===== src/rtl/mult_rr_scheduler.sv =====
// rtl/mult_rr_scheduler.sv - round-robin sharing of one pipelined multiplier among NUM_REQ requesters
// Each requester owns at most one op; tags ride alongside the multiplier and steer products home.
module mult_rr_scheduler #(
  parameter int NUM_REQ     = 4,
  parameter int DATA_LEN    = 32,
  parameter int MUL_LATENCY = 2
) (
  input  logic                         clk,
  input  logic                         reset_n,
  input  logic                         flush,
  input  logic [NUM_REQ-1:0]           req_valid,
  output logic [NUM_REQ-1:0]           req_ready,
  input  logic [NUM_REQ*DATA_LEN-1:0]  req_a,
  input  logic [NUM_REQ*DATA_LEN-1:0]  req_b,
  output logic [NUM_REQ-1:0]           rsp_valid,
  input  logic [NUM_REQ-1:0]           rsp_ready,
  output logic [NUM_REQ*DATA_LEN-1:0]  rsp_result,
  output logic [DATA_LEN-1:0]          mul_a,
  output logic [DATA_LEN-1:0]          mul_b,
  input  logic [DATA_LEN-1:0]          mul_result,
  output logic                         busy
);

  localparam int IDW = (NUM_REQ > 1) ? $clog2(NUM_REQ) : 1;

  typedef enum logic [1:0] {
    ST_IDLE   = 2'd0,
    ST_ISSUED = 2'd1,
    ST_DONE   = 2'd2
  } req_state_e;

  req_state_e                      state_q [NUM_REQ];
  req_state_e                      state_d [NUM_REQ];
  logic [IDW-1:0]                  last_grant_q, last_grant_d;
  logic [MUL_LATENCY:0]            tag_v_q, tag_v_d;
  logic [MUL_LATENCY:0][IDW-1:0]   tag_id_q, tag_id_d;
  logic [DATA_LEN-1:0]             mul_a_q, mul_a_d;
  logic [DATA_LEN-1:0]             mul_b_q, mul_b_d;
  logic [NUM_REQ-1:0]              rsp_valid_q, rsp_valid_d;
  logic [NUM_REQ*DATA_LEN-1:0]     rsp_result_q, rsp_result_d;
  logic                            busy_q, busy_d;

  logic [NUM_REQ-1:0]              eligible;
  logic                            grant_valid;
  logic [IDW-1:0]                  grant_id;
  logic [IDW:0]                    idx_w;
  logic                            tail_v;
  logic [IDW-1:0]                  tail_id;

  assign tail_v  = tag_v_q[MUL_LATENCY];
  assign tail_id = tag_id_q[MUL_LATENCY];

  // Gating with reset_n keeps req_ready low for the whole reset assertion.
  always_comb begin
    eligible = '0;
    for (int i = 0; i < NUM_REQ; i++) begin
      eligible[i] = req_valid[i] && (state_q[i] == ST_IDLE) && !flush && reset_n;
    end
  end

  always_comb begin
    grant_valid = 1'b0;
    grant_id    = '0;
    idx_w       = '0;
    for (int off = 1; off <= NUM_REQ; off++) begin
      idx_w = {1'b0, last_grant_q} + (IDW+1)'(off);
      if (idx_w >= (IDW+1)'(NUM_REQ)) begin
        idx_w = idx_w - (IDW+1)'(NUM_REQ);
      end
      if (!grant_valid && eligible[idx_w[IDW-1:0]]) begin
        grant_valid = 1'b1;
        grant_id    = idx_w[IDW-1:0];
      end
    end
  end

  always_comb begin
    req_ready = '0;
    if (grant_valid) begin
      req_ready[grant_id] = 1'b1;
    end
  end

  always_comb begin
    last_grant_d = grant_valid ? grant_id : last_grant_q;
    mul_a_d      = '0;
    mul_b_d      = '0;
    if (grant_valid) begin
      mul_a_d = req_a[grant_id*DATA_LEN +: DATA_LEN];
      mul_b_d = req_b[grant_id*DATA_LEN +: DATA_LEN];
    end

    tag_v_d[0]  = grant_valid;
    tag_id_d[0] = grant_id;
    for (int s = 1; s <= MUL_LATENCY; s++) begin
      tag_v_d[s]  = tag_v_q[s-1];
      tag_id_d[s] = tag_id_q[s-1];
    end

    rsp_valid_d  = rsp_valid_q;
    rsp_result_d = rsp_result_q;
    for (int i = 0; i < NUM_REQ; i++) begin
      state_d[i] = state_q[i];
      case (state_q[i])
        ST_IDLE:   if (grant_valid && grant_id == IDW'(i)) state_d[i] = ST_ISSUED;
        ST_ISSUED: if (tail_v && tail_id == IDW'(i)) state_d[i] = ST_DONE;
        ST_DONE:   if (rsp_valid_q[i] && rsp_ready[i]) state_d[i] = ST_IDLE;
        default:   state_d[i] = ST_IDLE;
      endcase
      if (rsp_valid_q[i] && rsp_ready[i]) begin
        rsp_valid_d[i] = 1'b0;
      end
    end

    // One-outstanding rule guarantees the tail never lands on a slot being consumed.
    if (tail_v && !flush) begin
      rsp_valid_d[tail_id] = 1'b1;
      rsp_result_d[tail_id*DATA_LEN +: DATA_LEN] = mul_result;
    end

    if (flush) begin
      for (int i = 0; i < NUM_REQ; i++) begin
        state_d[i] = ST_IDLE;
      end
      tag_v_d     = '0;
      rsp_valid_d = '0;
      mul_a_d     = '0;
      mul_b_d     = '0;
    end

    busy_d = 1'b0;
    for (int i = 0; i < NUM_REQ; i++) begin
      if (state_d[i] != ST_IDLE) busy_d = 1'b1;
    end
  end

  always_ff @(posedge clk or negedge reset_n) begin
    if (!reset_n) begin
      for (int i = 0; i < NUM_REQ; i++) begin
        state_q[i] <= ST_IDLE;
      end
      last_grant_q <= IDW'(NUM_REQ - 1);
      tag_v_q      <= '0;
      tag_id_q     <= '0;
      mul_a_q      <= '0;
      mul_b_q      <= '0;
      rsp_valid_q  <= '0;
      rsp_result_q <= '0;
      busy_q       <= 1'b0;
    end else begin
      for (int i = 0; i < NUM_REQ; i++) begin
        state_q[i] <= state_d[i];
      end
      last_grant_q <= last_grant_d;
      tag_v_q      <= tag_v_d;
      tag_id_q     <= tag_id_d;
      mul_a_q      <= mul_a_d;
      mul_b_q      <= mul_b_d;
      rsp_valid_q  <= rsp_valid_d;
      rsp_result_q <= rsp_result_d;
      busy_q       <= busy_d;
    end
  end

  assign mul_a      = mul_a_q;
  assign mul_b      = mul_b_q;
  assign rsp_valid  = rsp_valid_q;
  assign rsp_result = rsp_result_q;
  assign busy       = busy_q;

endmodule


===== config.mk =====
export PLATFORM = sky130hd
export DESIGN_NAME = mult_rr_scheduler
export DESIGN_NICKNAME = d
export VERILOG_FILES = /design/src/rtl/mult_rr_scheduler.sv
export SDC_FILE = /design/constraint.sdc
export NUM_CORES = 1
export LEC_CHECK = 0
export ABC_AREA = 1
export ABC_CLOCK_PERIOD_IN_PS = 2600
export CAP_MARGIN = 20
export CORE_AREA = 2 2 194 196
export CTS_BUF_LIST = sky130_fd_sc_hd__clkbuf_2 sky130_fd_sc_hd__clkbuf_4 sky130_fd_sc_hd__clkbuf_8
export DETAILED_ROUTE_END_ITERATION = 8
export DIE_AREA = 0 0 196 198
export HOLD_SLACK_MARGIN = 0.1
export PLACE_DENSITY_LB_ADDON = 0.05
export SYNTH_ARGS = -nofsm -noshare
export SYNTH_HDL_FRONTEND = slang
export SYNTH_SLANG_ARGS = --single-unit

===== constraint.sdc =====
create_clock -name clk -period 2.6 [get_ports clk]
set_input_delay 0.65 -clock clk [delete_from_list [all_inputs] [get_ports clk]]
set_output_delay 0.65 -clock clk [all_outputs]
set_load 0.05 [all_outputs]

# Word-level counts from Yosys, hierarchy flattened
# Index checks and enable logic that the tools add are counted.
# word_totals
ff_bits	216
in_bits	299
word_cells	156
# classes
n_mux	58
bitwise	1
n_reduce_logical	44
add_sub_neg	9
magnitude_cmp	12
eq_ne	14
n_shift	4
# ops
operator	n
128-bit by 8-bit variable part select with 32-bit output	2
128-bit bitwise mux	1
32-bit two-way mux	4
32-bit by 34-bit variable shift with 128-bit output (first input constant)	1
32-bit by 34-bit variable part select with 128-bit output	1
2-bit two-way mux	20
7-bit negation with 34-bit output	1
1-bit logical AND	30
2-bit case mux with 3 select lines	4
2-bit by 3-bit < comparator with 1-bit output (second input constant)	6
1-bit two-way mux	18
2-bit == test (second input constant)	8
2-bit by 1-bit == test with 1-bit output (second input constant)	6
3-bit greater-or-equal comparator (second input constant)	4
2-bit logical NOT	6
4-bit two-way mux	3
1-bit binary-select mux with 2-bit select	4
8-bit two-way mux	1
2-bit nonzero test	4
2-bit by 1-bit subtractor with 2-bit output (second input constant)	4
2-bit by 2-bit adder with 3-bit output (second input constant)	2
1-bit demux with 2-bit select	2
2-bit by 1-bit greater-or-equal comparator with 1-bit output (second input constant)	2
1-bit logical NOT	4
4 further kinds	4

# Longest topological paths before layout
# Gate-level depths: netlist of run 1.
# logic_depth
word_depth	26
mapped_depth	17
ltp_nobuf	16

# Worst setup path before layout of run 1
# OpenSTA, ideal clock, no wires.
# synth_path
kind	in2out
from	input reset_n
to	output req_ready[0]
t_arrival_ns	2.405
slack_ns	-0.455
path_stages	9
required_time_ns	1.950
n_path_buf	1
path_cell_list	inv_1 > nor2_4 > nand4_1 > nand3_1 > nand2_1 > nand4_2 > buf_1 > nand3_1 > nor2_1
# synth_between
elab_chain_cells	18
word_cells_on_any_way	32
# synth_rtl
element	line_no	rtl
start: declaration	9	input logic reset_n,
1-bit logical AND	57	eligible[i] = req_valid[i] && (state_q[i] == ST_IDLE) && !flush && reset_n;
1-bit binary-select mux with 2-bit select	70	if (!grant_valid && eligible[idx_w[IDW-1:0]]) begin
1-bit two-way mux (not written as such)	70	
1-bit two-way mux	70	
1-bit logical NOT	70	
1-bit logical AND	70	
1-bit two-way mux	70	
1-bit logical NOT	70	
(+2 left out)	n/a	
1-bit logical NOT	70	
1-bit logical AND	70	
2-bit two-way mux	70	
2-bit by 3-bit < comparator with 1-bit output (not written as such) or 2-bit by 1-bit greater-or-equal comparator with 1-bit output (tied branches)	80	req_ready[grant_id] = 1'b1;
1-bit logical AND (not written as such)	80	
1-bit two-way mux (not written as such)	80	
1-bit demux with 2-bit select	80	
4-bit two-way mux (*)	79	if (grant_valid) begin
end: declaration	12	output logic [NUM_REQ-1:0] req_ready,
# Every way passes the cells marked *; elsewhere a longest branch is shown, timed or not. The select of a mux whose other input is x is not followed.

# Final worst setup path of run 1
# layout_path
from	register last_grant_q[0]
to	output req_ready[1]
# layout_between
elab_chain_cells	20
word_cells_on_any_way	44
# layout_rtl
element	line_no	rtl
start: declaration	34	logic [IDW-1:0] last_grant_q, last_grant_d;
start signal: assignment	142	last_grant_q <= IDW'(NUM_REQ - 1);
start signal: assignment	154	last_grant_q <= last_grant_d;
2-bit by 1-bit adder with 3-bit output	66	idx_w = {1'b0, last_grant_q} + (IDW+1)'(off);
3-bit greater-or-equal comparator or 2-bit by 1-bit subtractor with 2-bit output (tied branches)	67, 68	
2-bit two-way mux	67	if (idx_w >= (IDW+1)'(NUM_REQ)) begin
1-bit binary-select mux with 2-bit select	70	
1-bit two-way mux (not written as such)	70	
1-bit two-way mux	70	
1-bit logical NOT	70	
1-bit logical AND	70	
(+4 left out)	n/a	
1-bit logical NOT	70	
1-bit logical AND	70	
2-bit two-way mux	70	
2-bit by 3-bit < comparator with 1-bit output (not written as such) or 2-bit by 1-bit greater-or-equal comparator with 1-bit output (tied branches)	80	
1-bit logical AND (not written as such)	80	
1-bit two-way mux (not written as such)	80	
1-bit demux with 2-bit select	80	
4-bit two-way mux (*)	79	
# Marked as above.

==> flow_metrics.env, run 1 <==
export IMPL_status="complete, but fails checks"
export IMPL_violations="setup timing"
export IMPL_drtIter0Drc=613
export IMPL_r2r_worst_path_cells=12
export IMPL_grt_pass1_vias=12040
export IMPL_netlist_top_cell_by_area="sky130_fd_sc_hd__dfrtp_1"
export IMPL_netlist_cell_type_count=27
export IMPL_grt_start_max_net_pins=154
export IMPL_power_ir_vdd_worst_v=0.001183
export IMPL_fin_crit_ns=3.047
export IMPL_cts_root_to_sink_buffers=3
export IMPL_fin_crit_sh_pct=117.2
export IMPL_grt_first_pass_wirelength_um=73840
export IMPL_clock_sinks=216
export IMPL_initial_utilization_pct=29.62
export IMPL_post_synth_most_frequent_cells="sky130_fd_sc_hd__nand2_1, sky130_fd_sc_hd__nand3_1, sky130_fd_sc_hd__dfrtp_1, sky130_fd_sc_hd__o21ai_0, sky130_fd_sc_hd__nand4_1"
export IMPL_transition_time_of_the_tightest_slew_check_pin_ns=0.9077
export IMPL_antenna_found_initial=2
export IMPL_clk_pin_slew_ns=0.06
export IMPL_syn_nets=1697
export IMPL_firstDrtPassIters=4
export IMPL_die_y_um=198
export IMPL_crit_required_ns=1.95
export IMPL_core_area_um2=36960
export IMPL_timing_max_cap_violations=0
export IMPL_hold_class="in2async"
export IMPL_layout_drive_gt1_share_pct=9.848
export IMPL_routed_wl_um=49420
export IMPL_synthesis_area_um2=10950
export IMPL_num_rows=71
export IMPL_power_per_cell_area_nw_per_um2=1254
export IMPL_timing_critical_path_fanout_max=5
export IMPL_final_setup_violation_count=4
export IMPL_worst_setup_slack_after_layout_ns=-0.4469
export IMPL_postSynth_topFlopCell="sky130_fd_sc_hd__dfrtp_1"
export IMPL_ant_nets=0
export IMPL_final_hold_violation_count=0
export IMPL_critical_path_arrival_ns=2.40
export IMPL_total_power_mw=22.25
export IMPL_yosys_warnings=0
export IMPL_pleak_nw=8.595
export IMPL_clock_tree_root_cell="sky130_fd_sc_hd__clkbuf_8"
export IMPL_area_growth_synth_to_final_pct=62.02
export IMPL_place_worst_setup_slack_ns=-0.3721
export IMPL_cts_buffers_inserted=43
export IMPL_detailroute_via_count=12070
export IMPL_hpwl_um=35090
export IMPL_worst_skew_pair_late_latency_ns=0.58
export IMPL_gp_routability_congestion=0.8739
export IMPL_synth_async_reset_ratio_pct=100.0
export IMPL_power_frac_clock_pct=18.1
export IMPL_setup_tns_final_ns=-1.705
export IMPL_power_switching_share_pct=49.34
export IMPL_criticalPathCategory="reg2out"
export IMPL_detailed_place_area_um2=16580
export IMPL_most_instantiated_library_cell_after_synthesis="sky130_fd_sc_hd__nand2_1"
export IMPL_detail_route_wl_per_cell_um=20.72
export IMPL_maxClockFrequency_ghz=0.3282
export IMPL_syn_inst=1393
export IMPL_worst_hold_margin_ns=0.2881
export IMPL_tritoncts="built"
export IMPL_timing_critical_path_to_type="output port"
export IMPL_clock_skew_final_ns=0.02682
export IMPL_postSynthAreaPerCell_um2=7.858
export IMPL_yosys_top_cells_area="sky130_fd_sc_hd__dfrtp_1, sky130_fd_sc_hd__nand3_1, sky130_fd_sc_hd__nand2_1, sky130_fd_sc_hd__o21ai_0, sky130_fd_sc_hd__nand4_1"
export IMPL_seq_area_frac_synth_pct=49.40
export IMPL_io_pin_count=500
export IMPL_combinationalPowerShare_pct=60.2
export IMPL_groute_usage_overall_pct=24.87
export IMPL_intPower_mw=11.27
export IMPL_max_slew_margin_rel_pct=39.49
export IMPL_synth_top_area_share_pct=48.92
export IMPL_dieArea_um2=38810
export IMPL_power_frac_seq_pct=21.6
export IMPL_h_tree_levels=2
export IMPL_timing_critical_path_from_type="flip-flop"
export IMPL_remaining_drc_errors=0
export IMPL_route_detailed_vias_per_inst=5.062
export IMPL_final_net_count=2178
export IMPL_grt_setup_unrepaired="yes"
export IMPL_finalInstanceArea_um2=17740
export IMPL_numPortBuffers=499
export IMPL_synth_seq_cells=216
export IMPL_number_of_enable_flip_flop_cells_after_synthesis=0
export IMPL_power_net_switching_mw=10.98
export IMPL_die_x_um=196
export IMPL_globalRouteOverflowTotal=0
export IMPL_finalMaxSlewViolations=0
==> metal layers <==
metal | GRT usage [%] | vias to the layer above | wire length (µm) | part of all wire [%]
met5 | 0 | - | 0 | 0
met4 | 8.389 | 0 | 1667 | 3.4
met3 | 7.018 | 84 | 3838 | 7.8
met2 | 44.46 | 462 | 25320 | 51
li1 | - | 5715 | - | -
met1 | 28.59 | 5812 | 18590 | 38
==> cell type report <==
cell class / instances / area [µm²]
Clock inverter: 9 / 110.1
Sequential cell: 216 / 5408
Timing Repair Buffer: 562 / 5608
Tap cell: 474 / 593.1
Antenna cell: 2 / 5.005
Multi-Input combinational cell: 991 / 4872
Clock buffer: 71 / 902.1
Inverter: 60 / 237.7
Fill cell: 3756 / 19220
==> worst paths after layout <==
check | from | end | slack (ns)
setup / recovery | last_grant_q[0] | req_ready[1] | -0.45
hold / removal | reset_n | rsp_result[89] | 0.29
setup reg to reg | last_grant_q[0] | mul_b[5] | 0.19
hold reg to reg | tag_id_d[2] | tag_id_d[4] | 0.35
max in group asynchronous | reset_n | mul_b[29] | 0.94
min in group clk | tag_id_d[2] | tag_id_d[4] | 0.35
==> repair_timing <==
item,4_1_cts,5_1_grt
pin swaps,4,6
hold buffers,0,0
setup endpoints to repair,4,4
endpoints found under the hold margin,0,0
buffers inserted,6,4
gates resized for setup,12,7
==> logic make-up (layout without fill, tap and decap cells) <==
group | Yosys count | count (layout) | share of synthesized area [%]
AOI/OAI and AO/OA | 139 | 139 | 6.401
xor gates and xnor gates | 1 | 1 | 0.1486
adders and majority gates | 5 | 5 | 0.5715
buffers and inverters | 186 | 702 | 7.064
DFF | 216 | 216 | 49.40
other | 0 | 2 | 0
and+or+nand+nor | 846 | 846 | 36.42
==> through the flow <==
| step | cells | util (%) |
|---|---|---|
| global route | 2385 | 47.99 |
| CTS | 2379 | 47.84 |
| global placement | 2293 | 44.88 |
| detailed placement | 2293 | 44.88 |
| floorplan | 1393 | - |
| finish | 2385 | 47.99 |
==> worst max-delay path, cell delays in order (launching register included) <==
cell	delay [ns]
sky130_fd_sc_hd__dfstp_2	0.62
sky130_fd_sc_hd__buf_6	0.12
sky130_fd_sc_hd__nand4_1	0.14
sky130_fd_sc_hd__nand3_1	0.13
sky130_fd_sc_hd__nand2_2	0.08
sky130_fd_sc_hd__buf_4	0.15
sky130_fd_sc_hd__nand4_4	0.13
sky130_fd_sc_hd__nand2_4	0.08
sky130_fd_sc_hd__nand2_2	0.10
sky130_fd_sc_hd__clkinvlp_4	0.12
sky130_fd_sc_hd__buf_12	0.16
==> registers in the layout (all words and copies together) (netlist names) <==
name	cells
busy	1
tail_id	2
state_q	8
rsp_valid	4
mul_a	32
rsp_result	128
last_grant_q	2
tag_id_d	4
tag_v_q	3
mul_b	32
==> power by group through the flow <==
| stage | sequential (mW) | combinational, mW | clock, mW |
|---|---|---|---|
| 3_3_place_gp | 4.85 | 13.2 | 0 |
| 5_1_grt | 4.93 | 14.4 | 4.31 |
| 2_1_floorplan | 7.79 | 5.49 | 0 |
| 6_report | 4.81 | 13.4 | 4.03 |
| 4_1_cts | 4.82 | 13.4 | 4.15 |
| 3_5_place_dp | 4.87 | 13.3 | 0 |
==> placed cells by master, fill, tap and decap left out <==
cell | synthesis | layout
sky130_fd_sc_hd__nand3_1 | 334 | 331
sky130_fd_sc_hd__nor2_2 | 1 | 10
sky130_fd_sc_hd__or4_1 | 1 | 1
sky130_fd_sc_hd__clkinv_2 | 0 | 5
sky130_fd_sc_hd__nand4_4 | 0 | 1
sky130_fd_sc_hd__dfstp_2 | 2 | 2
sky130_fd_sc_hd__nand2_4 | 0 | 2
sky130_fd_sc_hd__xor2_2 | 1 | 1
sky130_fd_sc_hd__a21oi_1 | 8 | 8
sky130_fd_sc_hd__nand2_2 | 4 | 10
sky130_fd_sc_hd__nand4_1 | 76 | 76
sky130_fd_sc_hd__clkbuf_4 | 0 | 12
sky130_fd_sc_hd__buf_6 | 2 | 2
sky130_fd_sc_hd__ha_1 | 5 | 5
sky130_fd_sc_hd__nand3_4 | 0 | 1
sky130_fd_sc_hd__buf_12 | 0 | 10
sky130_fd_sc_hd__o21a_1 | 1 | 1
sky130_fd_sc_hd__nand2_1 | 340 | 332
sky130_fd_sc_hd__clkbuf_8 | 0 | 59
sky130_fd_sc_hd__bufinv_16 | 0 | 2
sky130_fd_sc_hd__clkinvlp_4 | 0 | 4
sky130_fd_sc_hd__and3_1 | 64 | 64
sky130_fd_sc_hd__buf_8 | 0 | 3
sky130_fd_sc_hd__buf_4 | 2 | 54
sky130_fd_sc_hd__nor3_1 | 1 | 1
sky130_fd_sc_hd__nor2_4 | 1 | 4
sky130_fd_sc_hd__o21ai_0 | 129 | 129
sky130_fd_sc_hd__nand3_2 | 0 | 2
sky130_fd_sc_hd__nand4_2 | 2 | 1
sky130_fd_sc_hd__inv_1 | 58 | 55
sky130_fd_sc_hd__o21bai_1 | 1 | 1
sky130_fd_sc_hd__nor2_1 | 22 | 10
sky130_fd_sc_hd__inv_2 | 1 | 1
sky130_fd_sc_hd__diode_2 | 0 | 2
sky130_fd_sc_hd__dfrtp_1 | 214 | 214
sky130_fd_sc_hd__clkdlybuf4s50_1 | 0 | 493
sky130_fd_sc_hd__inv_8 | 0 | 2
No activity file was read; power rests on OpenSTA's default activity.
==> inputs of run 2 (changes only) <==
ABC_CLOCK_PERIOD_IN_PS = 3200   (was 2600)
clock period = 3.2 ns   (was 2.6 ns; I/O delays follow)
==> run 2 against run 1 <==
  * The run now ends clean
  * Global-route usage is 0.34 points lower
  * Critical endpoint is now req_ready[0]
  * Sequential power is 19% lower
  * Non-clock buffer count is 11 lower
  * Via count hardly changed
==> flow_metrics.env, run 2 (synthesis results as in run 1) <==
export IMPL_largest_reg_flops=128
export IMPL_power_per_cell_area_nw_per_um2=1004
export IMPL_grt_setup_unrepaired="yes"
export IMPL_clock_sinks=216
export IMPL_max_slew_margin_rel_pct=42.69
export IMPL_fin_crit_sh_pct=99.88
export IMPL_detail_route_wl_per_cell_um=20.73
export IMPL_timing_critical_path_from_type="primary input"
export IMPL_fin_crit_ns=3.196
export IMPL_cts_buffers_inserted=42
export IMPL_initial_utilization_pct=29.62
export IMPL_cts_root_to_sink_buffers=3
export IMPL_worst_setup_slack_after_layout_ns=0.003885
export IMPL_criticalPathCategory="in2out"
export IMPL_final_cells=2372
export IMPL_grt_first_pass_wirelength_um=73240
export IMPL_num_rows=71
export IMPL_final_net_count=2166
export IMPL_multi_input_comb_area_um2=4903
export IMPL_cpPeakStageDelay_ns=0.52
export IMPL_clock_tree_root_cell="sky130_fd_sc_hd__clkbuf_8"
export IMPL_critical_path_arrival_ns=2.40
export IMPL_place_worst_setup_slack_ns=-0.05631
export IMPL_hpwl_um=34390
export IMPL_total_power_mw=17.59
export IMPL_power_ir_vdd_worst_v=0.0005044
export IMPL_dieArea_um2=38810
export IMPL_status="finished, final reports clean"
export IMPL_firstDrtPassIters=5
export IMPL_globalRouteOverflowTotal=0
export IMPL_h_tree_levels=2
export IMPL_tritoncts="built"
export IMPL_cp_cell_sequence="clkdlybuf4s50_1 -> nand4_2 -> nand2_2 -> nor2_4 -> buf_4 -> nand4_1 -> nand3_4 -> nor2_4 -> buf_12"
export IMPL_timing_critical_path_to_type="output port"
export IMPL_layout_cells_most_common_list="sky130_fd_sc_hd__clkdlybuf4s50_1, sky130_fd_sc_hd__nand2_1, sky130_fd_sc_hd__nand3_1"
export IMPL_layout_drive_gt1_share_pct=9.139
export IMPL_hold_class="in2async"
export IMPL_antenna_found_initial=7
export IMPL_core_area_um2=36960
export IMPL_clock_skew_final_ns=0.02610
export IMPL_place_inst=2284
export IMPL_transition_time_of_the_tightest_slew_check_pin_ns=0.8596
export IMPL_die_y_um=198
export IMPL_final_hold_violation_count=0
export IMPL_num_fill_cells=3707
export IMPL_routed_wl_um=49170
export IMPL_detailroute_via_count=12080
export IMPL_clk_pin_slew_ns=0.06
export IMPL_timing_max_cap_violations=0
export IMPL_grt_start_max_net_pins=129
export IMPL_io_pin_count=500
export IMPL_crit_required_ns=2.40
export IMPL_ant_nets=0
export IMPL_die_x_um=196
export IMPL_timing_critical_path_fanout_max=4
export IMPL_drtIter0Drc=692
export IMPL_numPortBuffers=499
export IMPL_area_growth_synth_to_final_pct=60.02
export IMPL_gp_routability_congestion=0.8734
export IMPL_route_detailed_vias_per_inst=5.092
export IMPL_worst_skew_pair_late_latency_ns=0.57
export IMPL_finalMaxSlewViolations=0
export IMPL_maxClockFrequency_ghz=0.3129
export IMPL_remaining_drc_errors=0
export IMPL_final_setup_violation_count=0
export IMPL_path_common_cell="sky130_fd_sc_hd__nor2_4"
export IMPL_critPathSlowestCell="sky130_fd_sc_hd__clkdlybuf4s50_1"
export IMPL_pleak_nw=8.521
export IMPL_groute_usage_overall_pct=24.53
export IMPL_area_sequential_um2=5408
export IMPL_leading_cell_type_in_the_layout_fill_and_taps_excluded="sky130_fd_sc_hd__clkdlybuf4s50_1"
export IMPL_grt_pass1_vias=11890
## run 2: cell count changes in the layout (fill, tap and decap cells not counted), sizes merged, moves of 3 or more
cell,change
diode,+3
inv,+3
buf,-11
clkinvlp,-3
clkbuf,-3
## run 2: final cells by class
type,instances,share of cell area (%)
well taps,474,3.386
clock buffers,68,4.807
inverters,60,1.329
flip-flops and latches,216,30.87
multi-input cells,991,27.99
diodes,5,0.07143
clock inverters,7,0.3000
repair buffers,551,31.24
## run 2: path summary, 6_finish.rpt
| kind | from | end | slack [ns] | cells after the start |
|---|---|---|---|---|
| worst max-delay path | req_valid[3] | req_ready[0] | 0.004 | 9 |
| worst min-delay path | reset_n | rsp_result[95] | 0.33 | 2 |
| worst max register to register | last_grant_q[0] | mul_a[8] | 0.45 | 12 |
| worst min register to register | tag_id_d[2] | tag_id_d[4] | 0.35 | 0 |
| max in group asynchronous | reset_n | mul_b[3] | 0.91 | 4 |
| min in group clk | tag_id_d[2] | tag_id_d[4] | 0.35 | 0 |
## run 2: worst max-delay path, delay by kind of cell
| kind | cells | cell delay (ns) |
|---|---|---|
| simple gates | 6 | 0.79 |
| buf+inv | 3 | 0.81 |
## run 2: stage by stage
step           util (%)  TNS [ns]  hold WS [ns]  instance area [µm²]
3_3_place_gp      44.51   -0.3759        0.3322                16450
2_1_floorplan         -         0        0.3312                10950
5_1_grt           47.39   -0.3672        0.3471                17510
6_report          47.40         0        0.3265                17520
3_5_place_dp      44.51   -0.2325        0.3356                16450
4_1_cts           47.07  -0.07545        0.3024                17400
## run 2: report_power, final
group / internal, mW / total (mW) / switching, mW
clock network: 1.67 / 2.95 / 1.28
logic: 3.51 / 10.7 / 7.20
registers: 3.56 / 3.92 / 0.361
## run 2: layer usage
metal	part of all wire, %	GRT usage, %
met1	38	28.57
met2	52	43.79
met3	7.9	7.307
met4	1.9	6.818
met5	0.057	0
## run 2: timing repair
action                     CTS  global route
gates resized for setup      9            22
setup buffers                4             4
pin swaps                    6            16
hold buffers                 0             0
setup endpoints to repair    4             4
